$ cat src/rtl/sdram_arbiter_if.sv
// Requester, SDRAM-controller command and read-return signals around sdram_arbiter.
// slave = arbiter side, master = surrounding requesters/controller.
interface sdram_arbiter_if #(
   parameter int unsigned ADDR_W = 24
);
   logic              r0_req;
   logic              r0_we;
   logic [ADDR_W-1:0] r0_addr;
   logic [15:0]       r0_wdata;
   logic              r0_gnt;
   logic              r0_rvalid;

   logic              r1_req;
   logic              r1_we;
   logic [ADDR_W-1:0] r1_addr;
   logic [15:0]       r1_wdata;
   logic              r1_gnt;
   logic              r1_rvalid;

   logic [15:0]       r_rdata;

   logic              m_valid;
   logic              m_ready;
   logic              m_refresh;
   logic              m_we;
   logic [ADDR_W-1:0] m_addr;
   logic [15:0]       m_wdata;
   logic              m_rvalid;
   logic [15:0]       m_rdata;

   logic              err_ref_overrun;
   logic              err_orphan;

   modport slave (
      input  r0_req, r0_we, r0_addr, r0_wdata,
      input  r1_req, r1_we, r1_addr, r1_wdata,
      input  m_ready, m_rvalid, m_rdata,
      output r0_gnt, r0_rvalid, r1_gnt, r1_rvalid, r_rdata,
      output m_valid, m_refresh, m_we, m_addr, m_wdata,
      output err_ref_overrun, err_orphan
   );

   modport master (
      output r0_req, r0_we, r0_addr, r0_wdata,
      output r1_req, r1_we, r1_addr, r1_wdata,
      output m_ready, m_rvalid, m_rdata,
      input  r0_gnt, r0_rvalid, r1_gnt, r1_rvalid, r_rdata,
      input  m_valid, m_refresh, m_we, m_addr, m_wdata,
      input  err_ref_overrun, err_orphan
   );
endinterface

$ cat src/rtl/sdram_arbiter.sv
// Two-requester SDRAM command arbiter with auto-refresh scheduling and in-order read-return routing.
// Optional starvation override for requester 1 enabled by defining SDRAM_ARB_STARVE_EN.
module sdram_arbiter #(
   parameter int unsigned ADDR_W         = 24,
   parameter int unsigned REFRESH_PERIOD = 515
`ifdef SDRAM_ARB_STARVE_EN
   ,
   parameter int unsigned STARVE_LIMIT   = 16
`endif
) (
   input logic            clk,
   input logic            rst,
   sdram_arbiter_if.slave bus
);

   localparam int unsigned DATA_W     = 16;
   localparam int unsigned REF_W      = $clog2(REFRESH_PERIOD + 1);
   localparam int unsigned FIFO_DEPTH = 4;
   localparam int unsigned PTR_W      = 2;
   localparam int unsigned CNT_W      = PTR_W + 1;

   typedef enum logic [1:0] {IDLE, CMD, REF} state_e;

   state_e              state_q;
   logic                m_valid_q;
   logic                m_refresh_q;
   logic                m_we_q;
   logic [ADDR_W-1:0]   m_addr_q;
   logic [DATA_W-1:0]   m_wdata_q;
   logic                owner_q;

   logic [REF_W-1:0]    ref_cnt_q;
   logic                ref_pend_q;
   logic                err_ovr_q;
   logic                err_orph_q;

   logic                tag_q [FIFO_DEPTH];
   logic [PTR_W-1:0]    wr_ptr_q;
   logic [PTR_W-1:0]    rd_ptr_q;
   logic [CNT_W-1:0]    count_q;

   logic accept, cmd_accept, ref_accept, ref_due;
   logic push, pop, fifo_full, fifo_empty, head_tag;
   logic r0_elig, r1_elig, sel_any, sel_r1, starve_hit;
   logic r0_gnt, r1_gnt;

   assign accept     = m_valid_q && bus.m_ready;
   assign cmd_accept = accept && !m_refresh_q;
   assign ref_accept = accept && m_refresh_q;
   assign ref_due    = (ref_cnt_q == '0);

   assign fifo_full  = (count_q == CNT_W'(FIFO_DEPTH));
   assign fifo_empty = (count_q == '0);
   assign push       = cmd_accept && !m_we_q;
   assign pop        = bus.m_rvalid && !fifo_empty;
   assign head_tag   = tag_q[rd_ptr_q];

   // Reads need a free tag slot at decision time; writes never block.
   assign r0_elig = bus.r0_req && (bus.r0_we || !fifo_full);
   assign r1_elig = bus.r1_req && (bus.r1_we || !fifo_full);
   assign sel_any = r0_elig || r1_elig;
   assign sel_r1  = r1_elig && (starve_hit || !r0_elig);

   assign r0_gnt = cmd_accept && !owner_q;
   assign r1_gnt = cmd_accept && owner_q;

`ifdef SDRAM_ARB_STARVE_EN
   localparam int unsigned STARVE_W = $clog2(STARVE_LIMIT + 1);

   logic [STARVE_W-1:0] starve_q;

   assign starve_hit = (starve_q == STARVE_W'(STARVE_LIMIT));

   // Counts requester-0 wins while requester 1 is waiting; saturates at the limit.
   always_ff @(posedge clk or posedge rst) begin
      if (rst) begin
         starve_q <= '0;
      end else if (!bus.r1_req || r1_gnt) begin
         starve_q <= '0;
      end else if (r0_gnt && !starve_hit) begin
         starve_q <= starve_q + 1'b1;
      end
   end
`else
   assign starve_hit = 1'b0;
`endif

   // Command FSM: latch the chosen command, hold it until the controller takes it.
   always_ff @(posedge clk or posedge rst) begin
      if (rst) begin
         state_q     <= IDLE;
         m_valid_q   <= 1'b0;
         m_refresh_q <= 1'b0;
         m_we_q      <= 1'b0;
         m_addr_q    <= '0;
         m_wdata_q   <= '0;
         owner_q     <= 1'b0;
      end else begin
         case (state_q)
            IDLE: begin
               if (ref_pend_q) begin
                  state_q     <= REF;
                  m_valid_q   <= 1'b1;
                  m_refresh_q <= 1'b1;
               end else if (sel_any) begin
                  state_q     <= CMD;
                  m_valid_q   <= 1'b1;
                  m_refresh_q <= 1'b0;
                  owner_q     <= sel_r1;
                  m_we_q      <= sel_r1 ? bus.r1_we    : bus.r0_we;
                  m_addr_q    <= sel_r1 ? bus.r1_addr  : bus.r0_addr;
                  m_wdata_q   <= sel_r1 ? bus.r1_wdata : bus.r0_wdata;
               end
            end
            CMD, REF: begin
               if (bus.m_ready) begin
                  state_q     <= IDLE;
                  m_valid_q   <= 1'b0;
                  m_refresh_q <= 1'b0;
               end
            end
            default: begin
               state_q     <= IDLE;
               m_valid_q   <= 1'b0;
               m_refresh_q <= 1'b0;
            end
         endcase
      end
   end

   // Refresh timer; a new due event wins over a same-cycle refresh acceptance.
   always_ff @(posedge clk or posedge rst) begin
      if (rst) begin
         ref_cnt_q  <= REF_W'(REFRESH_PERIOD - 1);
         ref_pend_q <= 1'b0;
         err_ovr_q  <= 1'b0;
      end else begin
         if (ref_due) begin
            ref_cnt_q  <= REF_W'(REFRESH_PERIOD - 1);
            ref_pend_q <= 1'b1;
            if (ref_pend_q) begin
               err_ovr_q <= 1'b1;
            end
         end else begin
            ref_cnt_q <= ref_cnt_q - 1'b1;
            if (ref_accept) begin
               ref_pend_q <= 1'b0;
            end
         end
      end
   end

   // Read tag FIFO: records which requester owns each outstanding read, in issue order.
   always_ff @(posedge clk or posedge rst) begin
      if (rst) begin
         for (int i = 0; i < FIFO_DEPTH; i++) begin
            tag_q[i] <= 1'b0;
         end
         wr_ptr_q   <= '0;
         rd_ptr_q   <= '0;
         count_q    <= '0;
         err_orph_q <= 1'b0;
      end else begin
         if (push) begin
            tag_q[wr_ptr_q] <= owner_q;
            wr_ptr_q        <= wr_ptr_q + 1'b1;
         end
         if (pop) begin
            rd_ptr_q <= rd_ptr_q + 1'b1;
         end
         case ({push, pop})
            2'b10:   count_q <= count_q + 1'b1;
            2'b01:   count_q <= count_q - 1'b1;
            default: count_q <= count_q;
         endcase
         if (bus.m_rvalid && fifo_empty) begin
            err_orph_q <= 1'b1;
         end
      end
   end

   assign bus.m_valid         = m_valid_q;
   assign bus.m_refresh       = m_refresh_q;
   assign bus.m_we            = m_we_q;
   assign bus.m_addr          = m_addr_q;
   assign bus.m_wdata         = m_wdata_q;
   assign bus.r0_gnt          = r0_gnt;
   assign bus.r1_gnt          = r1_gnt;
   assign bus.r0_rvalid       = pop && !head_tag;
   assign bus.r1_rvalid       = pop && head_tag;
   assign bus.r_rdata         = pop ? bus.m_rdata : '0;
   assign bus.err_ref_overrun = err_ovr_q;
   assign bus.err_orphan      = err_orph_q;

endmodule

$ cat src/flat_wrapper.sv
// flat-port wrapper written by rule: the top's interface ports become plain ports
module sdram_arbiter_flat 
#(
   parameter int unsigned ADDR_W         = 24,
   parameter int unsigned REFRESH_PERIOD = 515

)
  (clk, rst, bus_r0_req, bus_r0_we, bus_r0_addr, bus_r0_wdata, bus_r1_req, bus_r1_we, bus_r1_addr, bus_r1_wdata, bus_m_ready, bus_m_rvalid, bus_m_rdata, bus_r0_gnt, bus_r0_rvalid, bus_r1_gnt, bus_r1_rvalid, bus_r_rdata, bus_m_valid, bus_m_refresh, bus_m_we, bus_m_addr, bus_m_wdata, bus_err_ref_overrun, bus_err_orphan);
  sdram_arbiter_if #(.ADDR_W(ADDR_W)) bus_i ();
  input logic clk;
  input logic rst;
  input wire logic [$bits(bus_i.r0_req)-1:0] bus_r0_req;
  input wire logic [$bits(bus_i.r0_we)-1:0] bus_r0_we;
  input wire logic [$bits(bus_i.r0_addr)-1:0] bus_r0_addr;
  input wire logic [$bits(bus_i.r0_wdata)-1:0] bus_r0_wdata;
  input wire logic [$bits(bus_i.r1_req)-1:0] bus_r1_req;
  input wire logic [$bits(bus_i.r1_we)-1:0] bus_r1_we;
  input wire logic [$bits(bus_i.r1_addr)-1:0] bus_r1_addr;
  input wire logic [$bits(bus_i.r1_wdata)-1:0] bus_r1_wdata;
  input wire logic [$bits(bus_i.m_ready)-1:0] bus_m_ready;
  input wire logic [$bits(bus_i.m_rvalid)-1:0] bus_m_rvalid;
  input wire logic [$bits(bus_i.m_rdata)-1:0] bus_m_rdata;
  output wire logic [$bits(bus_i.r0_gnt)-1:0] bus_r0_gnt;
  output wire logic [$bits(bus_i.r0_rvalid)-1:0] bus_r0_rvalid;
  output wire logic [$bits(bus_i.r1_gnt)-1:0] bus_r1_gnt;
  output wire logic [$bits(bus_i.r1_rvalid)-1:0] bus_r1_rvalid;
  output wire logic [$bits(bus_i.r_rdata)-1:0] bus_r_rdata;
  output wire logic [$bits(bus_i.m_valid)-1:0] bus_m_valid;
  output wire logic [$bits(bus_i.m_refresh)-1:0] bus_m_refresh;
  output wire logic [$bits(bus_i.m_we)-1:0] bus_m_we;
  output wire logic [$bits(bus_i.m_addr)-1:0] bus_m_addr;
  output wire logic [$bits(bus_i.m_wdata)-1:0] bus_m_wdata;
  output wire logic [$bits(bus_i.err_ref_overrun)-1:0] bus_err_ref_overrun;
  output wire logic [$bits(bus_i.err_orphan)-1:0] bus_err_orphan;
  assign bus_i.r0_req = bus_r0_req;
  assign bus_i.r0_we = bus_r0_we;
  assign bus_i.r0_addr = bus_r0_addr;
  assign bus_i.r0_wdata = bus_r0_wdata;
  assign bus_i.r1_req = bus_r1_req;
  assign bus_i.r1_we = bus_r1_we;
  assign bus_i.r1_addr = bus_r1_addr;
  assign bus_i.r1_wdata = bus_r1_wdata;
  assign bus_i.m_ready = bus_m_ready;
  assign bus_i.m_rvalid = bus_m_rvalid;
  assign bus_i.m_rdata = bus_m_rdata;
  assign bus_r0_gnt = bus_i.r0_gnt;
  assign bus_r0_rvalid = bus_i.r0_rvalid;
  assign bus_r1_gnt = bus_i.r1_gnt;
  assign bus_r1_rvalid = bus_i.r1_rvalid;
  assign bus_r_rdata = bus_i.r_rdata;
  assign bus_m_valid = bus_i.m_valid;
  assign bus_m_refresh = bus_i.m_refresh;
  assign bus_m_we = bus_i.m_we;
  assign bus_m_addr = bus_i.m_addr;
  assign bus_m_wdata = bus_i.m_wdata;
  assign bus_err_ref_overrun = bus_i.err_ref_overrun;
  assign bus_err_orphan = bus_i.err_orphan;
  sdram_arbiter #(.ADDR_W(ADDR_W), .REFRESH_PERIOD(REFRESH_PERIOD)) u_core (.clk(clk), .rst(rst), .bus(bus_i));
endmodule
$ cat config.mk
export PLATFORM = sky130hd
export DESIGN_NAME = sdram_arbiter_flat
export DESIGN_NICKNAME = d
export VERILOG_FILES = /design/src/rtl/sdram_arbiter_if.sv /design/src/rtl/sdram_arbiter.sv /design/src/flat_wrapper.sv
export SDC_FILE = /design/constraint.sdc
export NUM_CORES = 1
export LEC_CHECK = 0
export BUFFER_PORTS_ARGS = -buffer_cell sky130_fd_sc_hd__buf_2
export CORE_AREA = 2 2 119 121
export DETAILED_ROUTE_END_ITERATION = 12
export DIE_AREA = 0 0 121 123
export SYNTH_ARGS = -nofsm -noshare
export SYNTH_HDL_FRONTEND = slang
export SYNTH_SLANG_ARGS = --single-unit
$ cat constraint.sdc
create_clock -name clk -period 2.2 [get_ports clk]
set_input_delay 0.22 -clock clk [delete_from_list [all_inputs] [get_ports clk]]
set_output_delay 0.22 -clock clk [all_outputs]
set_load 0.01 [all_outputs]
; Yosys cells after proc, flatten, opt, wreduce, memory -nomap -nowiden
; Cells that the tools add are included.
; W data, S select, Z words.
[totals]
reg_bits = 70
out_inout_bits = 65
[op_classes]
n_addsub = 5
order_cmp = 3
n_eq_ne = 7
n_mux = 25
n_bitwise = 3
n_reduce_logical = 33
[ops]
columns = cell, count
row1 = $mux W16, 2
row2 = $mux W24, 1
row3 = $logic_and A1 B1 Y1, 14
row4 = $mux W1, 11
row5 = $logic_not A10 Y1, 1
row6 = $mux W10, 1
row7 = $sub A10 B1 Y10 const B, 1
row8 = $logic_not A1 Y1, 7
row9 = $ge A3 B3 Y1 const B, 2
row10 = $mux W2, 3
row11 = $not A2 Y3, 2
row12 = $pmux W3 S2, 1
row13 = $add A2 B1 Y2 const B, 2
row14 = $bwmux W4, 1
row15 = $eq A2 B1 Y1 const B, 2
row16 = $eq A2 B2 Y1 const B, 2
row17 = $pmux W1 S2, 2
row18 = $pmux W2 S2, 1
row19 = $reduce_and A2 Y1, 2
row20 = $reduce_bool A2 Y1, 2
row21 = $add A3 B1 Y3 const B, 1
row22 = $eq A3 B3 Y1 const B, 1
row23 = $logic_not A3 Y1, 1
row24 = $logic_or A1 B1 Y1, 3
row25 = 10 further kinds, 10

; Depth between registers and ports, before layout
[depth]
ltp_word = 8
ltp_mapped = 9

; Least setup slack after synthesis
; OpenSTA, ideal clock, no wires.
[synth_timing]
path_type = reg-to-reg
from = register u_core.m_refresh_q, in the netlist u_core.bus.m_refresh
to = register u_core.count_q[2]
arrival_ps = 1878
required_ps = 2075
path_slack_ps = 196
stages_incl_launch_ff = 9
synth_period_minus_slack_ps = 2004
path_cell_list = dfrtp_1 > nor3_1 > inv_1 > ha_1 > inv_1 > fa_1 > xor2_1 > nor2_1 > xor2_1
[synth_via]
elab_chain_len = 5
word_cells_on_any_way = 7
cone_classes = eq/ne: 2 / mux: 1 / reduce/logical: 4
[synth_lines]
columns = item, line_no
row1 = start: declaration, sdram_arbiter.sv:26  ; logic m_refresh_q;
row2 = start signal: assignment, sdram_arbiter.sv:93  ; m_refresh_q <= 1'b0;
row3 = start signal: assignment, sdram_arbiter.sv:104  ; m_refresh_q <= 1'b1;
row4 = start signal: assignment, sdram_arbiter.sv:108  ; m_refresh_q <= 1'b0;
row5 = $logic_not A1 Y1 (*), sdram_arbiter.sv:48  ; assign cmd_accept = accept && !m_refresh_q;
row6 = $logic_and A1 B1 Y1 (*), sdram_arbiter.sv:48
row7 = $logic_and A1 B1 Y1 (*), sdram_arbiter.sv:54  ; assign push = cmd_accept && !m_we_q;
row8 = $eq A2 B1 Y1 or $eq A2 B2 Y1 (tied branches), sdram_arbiter.sv:171  ; case ({push, pop})
row9 = $pmux W3 S2 or $reduce_bool A2 Y1 (tied branches), -
row10 = end signal: assignment, sdram_arbiter.sv:172  ; 2'b10: count_q <= count_q + 1'b1;
row11 = end signal: assignment, sdram_arbiter.sv:173  ; 2'b01: count_q <= count_q - 1'b1;
row12 = end signal: assignment, sdram_arbiter.sv:174  ; default: count_q <= count_q;
row13 = end: declaration, sdram_arbiter.sv:40  ; logic [CNT_W-1:0] count_q;
; Mark *: on every way between the ends. The rest lies on a longest branch, timed or not.
; A chain may end at the register's enable or synchronous reset.

; Worst setup path in the final report
[layout_timing]
from = register u_core.count_q[0]
to = register u_core.m_addr_q[15], in the netlist u_core.bus.m_addr[15]
[layout_via]
elab_chain_len = 7
word_cells_on_any_way = 11
cone_classes = eq/ne: 1 / mux: 1 / reduce/logical: 9
[layout_lines]
columns = item, line_no
row1 = $eq A3 B3 Y1 (*), sdram_arbiter.sv:52  ; assign fifo_full = (count_q == CNT_W'(FIFO_DEPTH));
row2 = $logic_not A1 Y1 (*), "sdram_arbiter.sv:59, sdram_arbiter.sv:60"
row3 = $logic_or A1 B1 Y1, sdram_arbiter.sv:59  ; assign r0_elig = bus.r0_req && (bus.r0_we || !fifo_full);
row4 = $logic_and A1 B1 Y1, sdram_arbiter.sv:59
row5 = $logic_not A1 Y1, sdram_arbiter.sv:62  ; assign sel_r1 = r1_elig && (starve_hit || !r0_elig);
row6 = $logic_and A1 B1 Y1, sdram_arbiter.sv:62
row7 = $mux W24, sdram_arbiter.sv:111  ; m_addr_q <= sel_r1 ? bus.r1_addr : bus.r0_addr;
row8 = end signal: assignment, sdram_arbiter.sv:111
row9 = end: declaration, sdram_arbiter.sv:28  ; logic [ADDR_W-1:0] m_addr_q;
; Marked as above.

==> results.md <==
- The number of clock sinks is 69.
- The worst pin sits at a relative slew slack of 63.5%.
- The synthesized design contains between 60 and 70 register bits.
- The initial antenna violation count is 0.
- For the pin with the worst max-slew slack, the measured transition is 0.542 ns.
- The first global-routing pass estimated 12900 um of wire.
- The detailed-route via count is roughly 2900.
- The number of hold violations in the final report is 0.
- With fillers left out, the area of the finished cells amounts to 0.00464 mm^2.
- The fraction of synthesized cell area taken by the top area cell type is 50.3%.
- The floorplan step set the die height to 123 um.
- The primary flip-flop cell chosen by synthesis mapping is sky130_fd_sc_hd__dfrtp_1.
- The data required time at the worst endpoint is 2.41 ns.
- The clock transition at the registers of the reported paths is 0.05 ns.
- After legalization and detailed placement, the total HPWL measured a little under 6000 um.
- The count of distinct cell types in the synthesized netlist is 42.
- After the last flow step, the layout net total stands at 571.
- The library cell contributing the largest single delay on the critical path is sky130_fd_sc_hd__or4b_4.
- The filler cells instantiated in the layout total 1378.
- Max-cap violations in this run came to 0.
- The worst register-to-register path begins at u_core.count_q[0].
- The worst hold path terminates at u_core.bus.err_orphan.
- The post-layout minimum cycle time is approximately 2.0 ns.
- The first detailed-routing pass ran for 4 iterations.
- The critical path class is flop to flop.
- The number of cells traversed by the worst register-to-register path is 4.
- The biggest fanout along the worst timing path is 41.
- Sequential elements use roughly 52% of the synthesized area.
- The worst hold path passes through 2 cells.
- The post-synthesis average cell area is 11.5 um^2.
- The static leakage is approximately 2.1 nW.
- The maximum vdd ir drop is 567 uV.
- Cells with a size suffix above 1 make up 43.3% of the layout.
- Entering global routing, the biggest net connects 70 pins.
- The startpoint of the lowest-slack hold path is bus_m_rvalid.
- In this run the critical register-to-register path is captured at u_core.bus.m_addr[15].
- The total overflow left after global routing is 0.
- On the worst path, the slowest cell contributes a delay of 0.59 ns.
- Counting flops with a built-in enable in the synthesized netlist gives 0.
- Across the routed clock network, the largest skew measured is 0.0107 ns.
- The sort of element at the start of the critical path is a flop.
- The final wirelength is 8260 um.
- The count of final max-slew check failures is 0.
- The residual antenna-violating net count after detailed routing is 0.
- The number of antenna diodes is 0.
- The number of primary I/O pins is between 150 and 200.
- The multi-input combinational cells in the finished layout cover a total of 0.00146 mm^2.
- The capturing element type of the critical path is a flop.
- Compared with the post-synthesis result, the final layout area differs by 39.2%.
- The floorplan step set the die width to 121 um.
- The per-cell routed wire length is 12.9 um.
- Setup repair after global routing left no endpoint under its margin.
- Counting flops with an async set or reset pin after synthesis yields a share of 100%.
- Global routing used about 11% of the available tracks.
- At the placement stage, the worst setup path has a slack of 0.0593 ns.
- After synthesis, the cell types taking the most area are sky130_fd_sc_hd__dfrtp_1 50%, sky130_fd_sc_hd__o22a_1 11%, sky130_fd_sc_hd__o21a_1 9.2%.
- The final total negative setup slack is 0 ns.
- The run finished with clean final reports.
- The synthesized instance count is roughly 290.
- The worst hold path class is input pin to flop.
- The cell area after technology mapping is 0.00333 mm^2.
- The clock network latency to the later pin of the worst-skew pair is ~0.33 ns.
- Across the whole layout, storage elements account for roughly 0.0017 mm^2.
- The residual DRC count is 0.
- In the finished design, the share of the clock period the worst path needs comes to 93.0%.
- CTS built an H-tree with a depth of 3.
- The critical path arrival is 2.26 ns.
- On the critical path the largest part of the delay comes from simple AND/OR/NAND/NOR gates.
- The count of yosys warnings during synthesis is 0.
- The total area inside the core boundary comes to 0.0136 mm^2.
- The first routing iteration left between 80 and 90 violations.
- The number of buffers and inverters on the critical path is 0.
- The starting utilization of the core area is around 24%.
- The number of global-route vias before repair is 2743.
- The post-synthesis net count is 401.
- The buffer levels on the longest clock path is 2.
- For this design the ratio of total power to cell area is ~1300 mW/mm^2.
- The final number of setup-violating endpoints is 0.
- The number of setup buffers added after CTS is 0.
- Buffers inserted during clock tree synthesis total 9.
- TritonCTS built the clock tree.
- The most critical setup path has its startpoint at u_core.count_q[0].
- Setup slack closes at 0.154 ns.
- Dividing the detail-routed via count by the number of cells gives 4.47.
- The clock tree root buffer cell is sky130_fd_sc_hd__clkbuf_16.
- The critical path goes through or4b_4 > and3_1 > nand2b_4 > o21a_1.
- The setup check on the worst reg-to-reg path leaves a slack of 0.15 ns.
- The total number of placement rows is 43.
- By count the netlist is led by 67 x sky130_fd_sc_hd__dfrtp_1, 41 x sky130_fd_sc_hd__o21a_1, 40 x sky130_fd_sc_hd__o22a_1, 17 x sky130_fd_sc_hd__and2_1, 16 x sky130_fd_sc_hd__inv_1.
- The placer congestion estimate is 0.778.
- Timing would allow up to 489 MHz.
- The number of buffers added on ports is 168.
- In this run the cell area measured after placement is about 0.0044 mm^2.
- The area of the die is between 0.01 and 0.015 mm^2.
- The largest total area in the synthesized netlist belongs to sky130_fd_sc_hd__dfrtp_1.
- Among all cell types in the netlist, the one instantiated most often is sky130_fd_sc_hd__dfrtp_1.
-- worst max-delay path by stage --
stage	end	depth (start not counted)
CTS	u_core.bus.m_wdata[15]	7
detailed placement	u_core.bus.m_wdata[0]	7
global placement	u_core.bus.m_wdata[4]	7
floorplan	u_core.count_q[2]	8
finish	u_core.bus.m_addr[15]	4
global route	u_core.bus.m_addr[6]	6
-- what timing repair did --
item                                   4_1_cts  5_1_grt
resized for setup                            0        1
setup endpoints to repair                    0       41
hold buffers                                 1        0
endpoints found under the hold margin       67        0
-- registers in the layout (all words and copies together), names as in the netlist --
name and flops:
u_core.bus.m_refresh 1, u_core.bus.err_ref_overrun 1, u_core.bus.m_wdata 16, u_core.bus.err_orphan 1, u_core.bus.m_valid 1, u_core.wr_ptr_q 2, u_core.bus.m_we 1, u_core.state_q 1
u_core.ref_pend_q 1, u_core.count_q 3, u_core.rd_ptr_q 2, u_core.ref_cnt_q 10, u_core.tag_q 4, u_core.bus.m_addr 24, u_core.owner_q 1
-- stage by stage --
step	power, mW	util, %	hold WS (ns)	std cells
after floorplan	4.02	-	0.337	289
after global placement	4.77	32.2	0.334	627
after detailed placement	4.87	32.2	0.336	627
after CTS	6.16	34.1	0.0896	642
after global routing	6.53	34.1	0.104	642
final	6.04	34.1	0.104	642
-- routing by layer --
layer | GRT usage [%] | part of all wire [%] | vias up
met5 | 0 | 0 | -
met2 | 19.4 | 50 | 94
met1 | 12.6 | 42 | 1376
li1 | - | - | 1385
met4 | 6.25 | 2.1 | 0
met3 | 2.44 | 5.3 | 13
-- report_power, final --
| part | leakage, nW | switching [mW] | internal [mW] | total [mW] |
|---|---|---|---|---|
| Clock | 0.125 | 0.499 | 0.743 | 1.24 |
| Combinational | 1.23 | 1.36 | 1.30 | 2.66 |
| Sequential | 0.772 | 0.336 | 1.80 | 2.14 |
| Total | 2.12 | 2.19 | 3.85 | 6.04 |
-- cell usage in the layout (no fill, tap or decap), types with 2 or more instances in the layout --
master,synthesis,final
sky130_fd_sc_hd__buf_2,8,168
sky130_fd_sc_hd__dfrtp_1,67,67
sky130_fd_sc_hd__o21a_1,41,41
sky130_fd_sc_hd__o22a_1,40,40
sky130_fd_sc_hd__and2_1,17,17
sky130_fd_sc_hd__inv_1,16,15
sky130_fd_sc_hd__nand2_1,9,9
sky130_fd_sc_hd__o21ai_0,9,9
sky130_fd_sc_hd__nor2_1,9,9
sky130_fd_sc_hd__clkbuf_16,0,9
sky130_fd_sc_hd__ha_1,7,7
sky130_fd_sc_hd__xnor2_1,6,6
sky130_fd_sc_hd__nor2b_1,5,4
sky130_fd_sc_hd__mux2_2,4,4
sky130_fd_sc_hd__buf_4,0,4
sky130_fd_sc_hd__nor3_1,3,3
sky130_fd_sc_hd__xor2_1,3,3
sky130_fd_sc_hd__nor4_1,3,3
sky130_fd_sc_hd__nand3_1,3,3
sky130_fd_sc_hd__a21oi_1,3,3
sky130_fd_sc_hd__a21o_1,3,3
sky130_fd_sc_hd__clkinv_2,0,3
sky130_fd_sc_hd__or4b_1,2,2
sky130_fd_sc_hd__nand2b_1,2,2
sky130_fd_sc_hd__clkbuf_1,3,2
sky130_fd_sc_hd__buf_12,0,2
sky130_fd_sc_hd__dfstp_2,2,2
-- layout make-up --
cell class | count | area share (%)
Inverter | 16 | 1.29
Tap cell | 180 | 4.86
Multi-Input combinational cell | 188 | 31.4
Clock inverter | 3 | 0.324
Clock buffer | 11 | 5.02
Timing Repair Buffer | 175 | 19.9
Sequential cell | 69 | 37.3
-- cell families (layout without fill, tap and decap cells) --
family / after synthesis / in the layout / synth area share, %
multiplexers: 6 / 6 / 2.33
XOR/XNOR: 9 / 9 / 2.37
flip-flops: 69 / 69 / 51.9
adder cells (fa/ha/maj): 8 / 8 / 3.23
AND/OR/NAND/NOR: 61 / 61 / 10.8
AO/OA/AOI/OAI: 104 / 104 / 24.3
buffers and inverters: 32 / 205 / 5.03
Power figures use the tool's default switching activity.
